File: src/rtl/mem_arbiter_pkg.sv
// Shared encodings for the I/D memory-port arbiter: FSM states, owner ids
// and default bus widths.
package mem_arbiter_pkg;

  localparam int DEF_ADDR_W = 32;
  localparam int DEF_LINE_W = 128;

  typedef enum logic [1:0] {
    ST_IDLE  = 2'd0,
    ST_ISSUE = 2'd1,
    ST_WAIT  = 2'd2,
    ST_RESP  = 2'd3
  } state_t;

  localparam logic OWNER_I = 1'b0;
  localparam logic OWNER_D = 1'b1;

endpackage

File: src/rtl/mem_arbiter_rr_arbiter2.sv
// Two-way round-robin pick between the I and D requesters; purely combinational.
// On a tie the side not granted last wins.
module rr_arbiter2
  import mem_arbiter_pkg::*;
(
  input  logic i_req_i,
  input  logic i_req_d,
  input  logic i_last_grant,
  output logic o_any,
  output logic o_winner
);

  always_comb begin
    o_any = i_req_i | i_req_d;
    if (i_req_i && i_req_d) begin
      o_winner = ~i_last_grant;
    end else if (i_req_d) begin
      o_winner = OWNER_D;
    end else begin
      o_winner = OWNER_I;
    end
  end

endmodule

File: src/rtl/mem_arbiter.sv
// One-line-at-a-time arbiter of the backing memory port between I and D refills.
// Grant in IDLE, then ISSUE (held until mem_is_ready), WAIT for completion, one-cycle RESP.
module mem_arbiter
  import mem_arbiter_pkg::*;
#(
  parameter int ADDR_W = DEF_ADDR_W,
  parameter int LINE_W = DEF_LINE_W,
  parameter int CNT_W  = 16
) (
  input  logic              clk,
  input  logic              reset,
  input  logic              i_is_input_valid,
  input  logic [ADDR_W-1:0] i_addr,
  output logic              i_grant,
  output logic              i_is_output_valid,
  output logic [LINE_W-1:0] i_dout,
  input  logic              d_is_input_valid,
  input  logic              d_mem_rw,
  input  logic [ADDR_W-1:0] d_addr,
  input  logic [LINE_W-1:0] d_din,
  output logic              d_grant,
  output logic              d_is_output_valid,
  output logic [LINE_W-1:0] d_dout,
  output logic              mem_is_input_valid,
  input  logic              mem_is_ready,
  output logic              mem_rw,
  output logic [ADDR_W-1:0] mem_addr,
  output logic [LINE_W-1:0] mem_din,
  input  logic              mem_is_output_valid,
  input  logic [LINE_W-1:0] mem_dout,
  output logic [CNT_W-1:0]  grant_count_i,
  output logic [CNT_W-1:0]  grant_count_d
);

  state_t              r_state;
  state_t              w_next_state;
  logic                r_owner;
  logic                r_rw;
  logic                r_last_grant;
  logic [ADDR_W-1:0]   r_addr;
  logic [LINE_W-1:0]   r_din;
  logic [LINE_W-1:0]   r_i_dout;
  logic [LINE_W-1:0]   r_d_dout;
  logic [CNT_W-1:0]    r_cnt_i;
  logic [CNT_W-1:0]    r_cnt_d;
  logic                w_any;
  logic                w_winner;
  logic                w_grant_fire;

  rr_arbiter2 u_rr (
    .i_req_i      (i_is_input_valid),
    .i_req_d      (d_is_input_valid),
    .i_last_grant (r_last_grant),
    .o_any        (w_any),
    .o_winner     (w_winner)
  );

  // A grant shown while reset is high would never be latched, so suppress it.
  assign w_grant_fire = (r_state == ST_IDLE) && w_any && !reset;

  always_ff @(posedge clk) begin
    if (reset) begin
      r_state <= ST_IDLE;
    end else begin
      r_state <= w_next_state;
    end
  end

  always_comb begin
    w_next_state       = r_state;
    i_grant            = 1'b0;
    d_grant            = 1'b0;
    mem_is_input_valid = 1'b0;
    i_is_output_valid  = 1'b0;
    d_is_output_valid  = 1'b0;
    case (r_state)
      ST_IDLE: begin
        if (w_grant_fire) begin
          w_next_state = ST_ISSUE;
          i_grant      = (w_winner == OWNER_I);
          d_grant      = (w_winner == OWNER_D);
        end
      end
      ST_ISSUE: begin
        mem_is_input_valid = 1'b1;
        if (mem_is_ready) w_next_state = ST_WAIT;
      end
      ST_WAIT: begin
        if (mem_is_output_valid) w_next_state = ST_RESP;
      end
      ST_RESP: begin
        i_is_output_valid = (r_owner == OWNER_I);
        d_is_output_valid = (r_owner == OWNER_D);
        w_next_state      = ST_IDLE;
      end
      default: w_next_state = ST_IDLE;
    endcase
  end

  always_ff @(posedge clk) begin
    if (reset) begin
      r_owner      <= OWNER_I;
      r_rw         <= 1'b0;
      r_last_grant <= OWNER_I;
      r_addr       <= '0;
      r_din        <= '0;
      r_i_dout     <= '0;
      r_d_dout     <= '0;
      r_cnt_i      <= '0;
      r_cnt_d      <= '0;
    end else begin
      if (w_grant_fire) begin
        r_owner      <= w_winner;
        r_last_grant <= w_winner;
        if (w_winner == OWNER_D) begin
          r_rw   <= d_mem_rw;
          r_addr <= d_addr;
          r_din  <= d_din;
          if (r_cnt_d != '1) r_cnt_d <= r_cnt_d + CNT_W'(1);
        end else begin
          r_rw   <= 1'b0;
          r_addr <= i_addr;
          r_din  <= '0;
          if (r_cnt_i != '1) r_cnt_i <= r_cnt_i + CNT_W'(1);
        end
      end
      // Write completions only acknowledge; d_dout keeps the last read line.
      if (r_state == ST_WAIT && mem_is_output_valid) begin
        if (r_owner == OWNER_I) begin
          r_i_dout <= mem_dout;
        end else if (!r_rw) begin
          r_d_dout <= mem_dout;
        end
      end
    end
  end

  assign mem_rw        = r_rw & (r_owner == OWNER_D);
  assign mem_addr      = r_addr;
  assign mem_din       = r_din;
  assign i_dout        = r_i_dout;
  assign d_dout        = r_d_dout;
  assign grant_count_i = r_cnt_i;
  assign grant_count_d = r_cnt_d;

endmodule
File: config.mk
export PLATFORM = sky130hd
export DESIGN_NAME = mem_arbiter
export DESIGN_NICKNAME = d
export VERILOG_FILES = /design/src/rtl/mem_arbiter_pkg.sv /design/src/rtl/mem_arbiter_rr_arbiter2.sv /design/src/rtl/mem_arbiter.sv
export SDC_FILE = /design/constraint.sdc
export NUM_CORES = 1
export LEC_CHECK = 0
export BUFFER_PORTS_ARGS = -buffer_cell sky130_fd_sc_hd__buf_4
export CELL_PAD_IN_SITES_DETAIL_PLACEMENT = 1
export CELL_PAD_IN_SITES_GLOBAL_PLACEMENT = 1
export CORE_AREA = 4 4 301 303
export DETAILED_ROUTE_END_ITERATION = 6
export DIE_AREA = 0 0 305 307
export PLACE_DENSITY_LB_ADDON = 0.12
export SYNTH_ARGS = -nofsm -noshare
export SYNTH_HDL_FRONTEND = slang
export SYNTH_SLANG_ARGS = --single-unit
File: constraint.sdc
create_clock -name clk -period 3.2 [get_ports clk]
set_input_delay 0.16 -clock clk [delete_from_list [all_inputs] [get_ports clk]]
set_output_delay 0.16 -clock clk [all_outputs]
set_load 0.01 [all_outputs]
==> qor.txt <==
Number of global-route vias before repair: 18997
Post-CTS Setup Bufs: 0
Clock Path Buffers: 3
CTS tree: done
Total GRT Usage: 0.169
Vias after detailed routing: 17693
DR iter-0 viols: 935
Die footprint: 0.0936 mm2
Fmax: 333 MHz
Initial antenna violation count: 5
Largest net degree at the start of global routing: 183
Crit share post-route: 0.937
Yosys cell types: 51
Reg clk slew, reported paths: 0.06 ns
Period minus WS final: 3.00 ns
Int Power: 11900 uW
Area Overhead vs Synth: 76.7%
Post-synth EDFFs: 0
Mean post-synth cell area: 8.52 um2
Worst Path Arrival: 3.45 ns
Top Metal Used: met5
Mapped Nets: 2209
Via-to-Cell Ratio: 4.29
Sequential-to-total area share from yosys stat: 0.566
Largest area contributor in the netlist: dfxtp_1
CTS root buf: clkbuf_16
Peak fanout along the critical path: 60
CP max stage cell: dlygate4sd3_1
Hold Crit Class: in2reg
Seq pwr share: 0.378
CP Class: reg2reg
Cell Count, Final, Fillers Out: 4128
Starting density of the core: 0.182
Main synth FF type: dfxtp_1
Slowest Stage Delay on Critical Path: 0.61 ns
Num CTS Buffers: 56
Die H: 307 um
Core ar.: 0.0880 mm2
First-pass GRT wire length: 123 mm
Setup crit start kind: flip-flop
Leak Pwr: 0.0115 uW
Clk_lat worst skew: 0.61 ns
Placed insts: 3697
Routability cong.: 0.791
Synth top area cells: dfxtp_1 (57%), nand2_1 (12%), a21oi_1 (8.6%)
Net Sw Frac: 0.293
Routed Antenna Nets: 0
WL final: 83.5 mm
Synth warn: 0
Async SR Flop Fraction: 0
Yosys reg bits: 452
Combinational power share: 0.225
Rows: 109
TNS Setup: 0 ns
Final Hold Fails: 0
Cts repair resizes: 0
Layout cells sized above 1: 0.308
Overflow after GRT: 0
CP required: 3.65 ns
VDD IR max: 0.338 mV
Synthesized area: 0.0160 mm2
DR WL met2: 42.3 mm
Die width: 305 um
Clock power frac: 0.397
Pwr Total: 16900 uW
DP Wirelength: 59.3 mm
Max-cap viol count: 0
Endpoints failing setup: 0
IO buf count: 780
Share of Yosys cell area claimed by the top area cell type: 0.566
Drt pass-1 iters: 7
Dpl ws: 0.804 ns
Net Sw Power: 4950 uW
Slew Limit Fails: 0
Worst slew pin tran: 1.12 ns
Ports: 781
Remaining DRCs: 0
Status: finished clean
RSZ-0062 raised after global routing: no
Buf/Inv on CP: 4
H-tree levels: 2
Pwr Density: 598 mW/mm2
Largest delay share family, worst path: buffers and inverters
Critical Path Sink Type: flip-flop
Max Clock Skew: 0.0139 ns
Cells after synthesis: 1875
Relative slew slack: 0.256
Routed len/inst: 20.2 um
Clk sinks: 452
Met3 wire length: 5.48 mm
Final Worst Setup Slack: 0.200 ns
Post-layout net count: 3247
Met1 wire length: 31.6 mm
Worst-path cell chain: inv_1 -> ha_1 -> and3b_2 -> nand2_2 -> inv_6 -> buf_4 -> a222oi_1 -> dlygate4sd3_1 -> nor2_1
[worst min-delay path: cells and delay by family]
family                 cells  cell delay, ns
muxes                      1            0.18
and+or+nand+nor            2            0.18
buffers and inverters      1            0.14
[what timing repair did]
| action | 4_1_cts | 5_1_grt |
|---|---|---|
| hold endpoints to repair | 426 | 0 |
| endpoints found under the setup margin | 0 | 0 |
| hold buffers | 323 | 0 |
[metal layers]
metal  vias up  track usage
met3       152       0.0438
met4         4       0.0783
met5         -            0
li1       8506            -
met1      8418        0.183
met2       613        0.307
[stage by stage]
stage	hold slack, ns	instance area, um2	util
6_report	0.0800	28200	0.321
5_1_grt	0.0579	28200	0.321
4_1_cts	0.0139	28200	0.321
3_5_place_dp	0.417	23100	0.262
3_3_place_gp	0.405	23100	0.262
2_1_floorplan	0.296	16000	-
[sequential cells by signal, indices dropped and copies added, names as in the netlist]
| signal | count |
|---|---|
| d_dout | 128 |
| i_dout | 128 |
| mem_din | 128 |
| mem_addr | 32 |
| grant_count_d | 16 |
| grant_count_i | 16 |
| r_state | 2 |
| r_last_grant | 1 |
| r_rw | 1 |
[Yosys cell counts, types with 2 or more instances]
master / n
nand2_1: 527
dfxtp_1: 452
a21oi_1: 276
nor2_1: 170
a22oi_1: 129
clkbuf_1: 106
a222oi_1: 32
buf_2: 32
or4_1: 13
o31ai_1: 12
nand4_1: 11
buf_1: 10
nand3_1: 9
ha_1: 7
nor2b_1: 7
and4_1: 6
o21ai_0: 6
nor4_1: 5
o41ai_1: 5
or3_1: 5
inv_1: 4
o21a_1: 4
o311ai_0: 4
and2_1: 3
buf_6: 3
mux2_1: 3
nor3_1: 3
o21ai_1: 3
and3_1: 2
inv_2: 2
nand3b_1: 2
o311ai_1: 2
o31a_1: 2
[cell families after synthesis]
logic type | after synthesis | share of synthesized area
mux | 3 | 0.00211
simple gates | 775 | 0.198
buf+inv | 158 | 0.0413
flops | 452 | 0.566
fa+ha+maj | 7 | 0.00548
compound gates | 480 | 0.187
[final cells by class]
type	count	area, um2
Fill cell	10293	59700
Timing Repair Buffer	1132	9450
Inverter	6	27.5
Multi-Input combinational cell	1265	6300
Antenna cell	3	7.51
Sequential cell	452	9050
Clock inverter	21	292
Clock buffer	84	1650
Tap cell	1165	1460
[cells in the final DEF, fill, tap and decap left out, types with 2 or more instances in the layout]
| cell type | instances |
|---|---|
| clkbuf_8 | 14 |
| o21a_1 | 4 |
| or3_1 | 5 |
| nand3_1 | 9 |
| nor4_1 | 5 |
| o21ai_1 | 2 |
| and3_1 | 2 |
| nor2_1 | 169 |
| dlygate4sd3_1 | 323 |
| bufinv_16 | 6 |
| clkbuf_16 | 56 |
| diode_2 | 3 |
| o311ai_1 | 2 |
| a222oi_1 | 32 |
| a22oi_1 | 129 |
| nand4_1 | 11 |
| nor2b_1 | 7 |
| nor3_1 | 3 |
| nand2_1 | 527 |
| o41ai_1 | 5 |
| o311ai_0 | 4 |
| clkbuf_1 | 14 |
| dfxtp_1 | 452 |
| o31ai_1 | 12 |
| and2_1 | 3 |
| ha_1 | 7 |
| inv_6 | 2 |
| o21ai_0 | 6 |
| inv_1 | 4 |
| mux2_1 | 3 |
| clkinv_2 | 10 |
| buf_12 | 11 |
| o31a_1 | 2 |
| buf_4 | 797 |
| or4_1 | 13 |
| a21oi_1 | 276 |
| nand3b_1 | 2 |
| and4_1 | 6 |
[worst paths after layout]
path                                  startpoint           endpoint  slack (ns)  cells after the start
worst min-delay path            i_is_input_valid  grant_count_i[11]        0.08                      4
worst max register to register        r_state[0]        mem_addr[5]        0.20                      9
worst min register to register        i_dout[12]         i_dout[12]        0.45                      2
worst max-delay path                  r_state[0]        mem_addr[5]        0.20                      9
[power groups by stage]
stage	sequential [uW]	clock [uW]	combinational (uW)
after floorplan	6640	0	1370
final	6380	6700	3800
after global routing	6440	7220	4140
after detailed placement	6490	0	3370
after global placement	6480	0	3310
after CTS	6380	6980	3870
No activity file was read; power rests on OpenSTA's default activity.
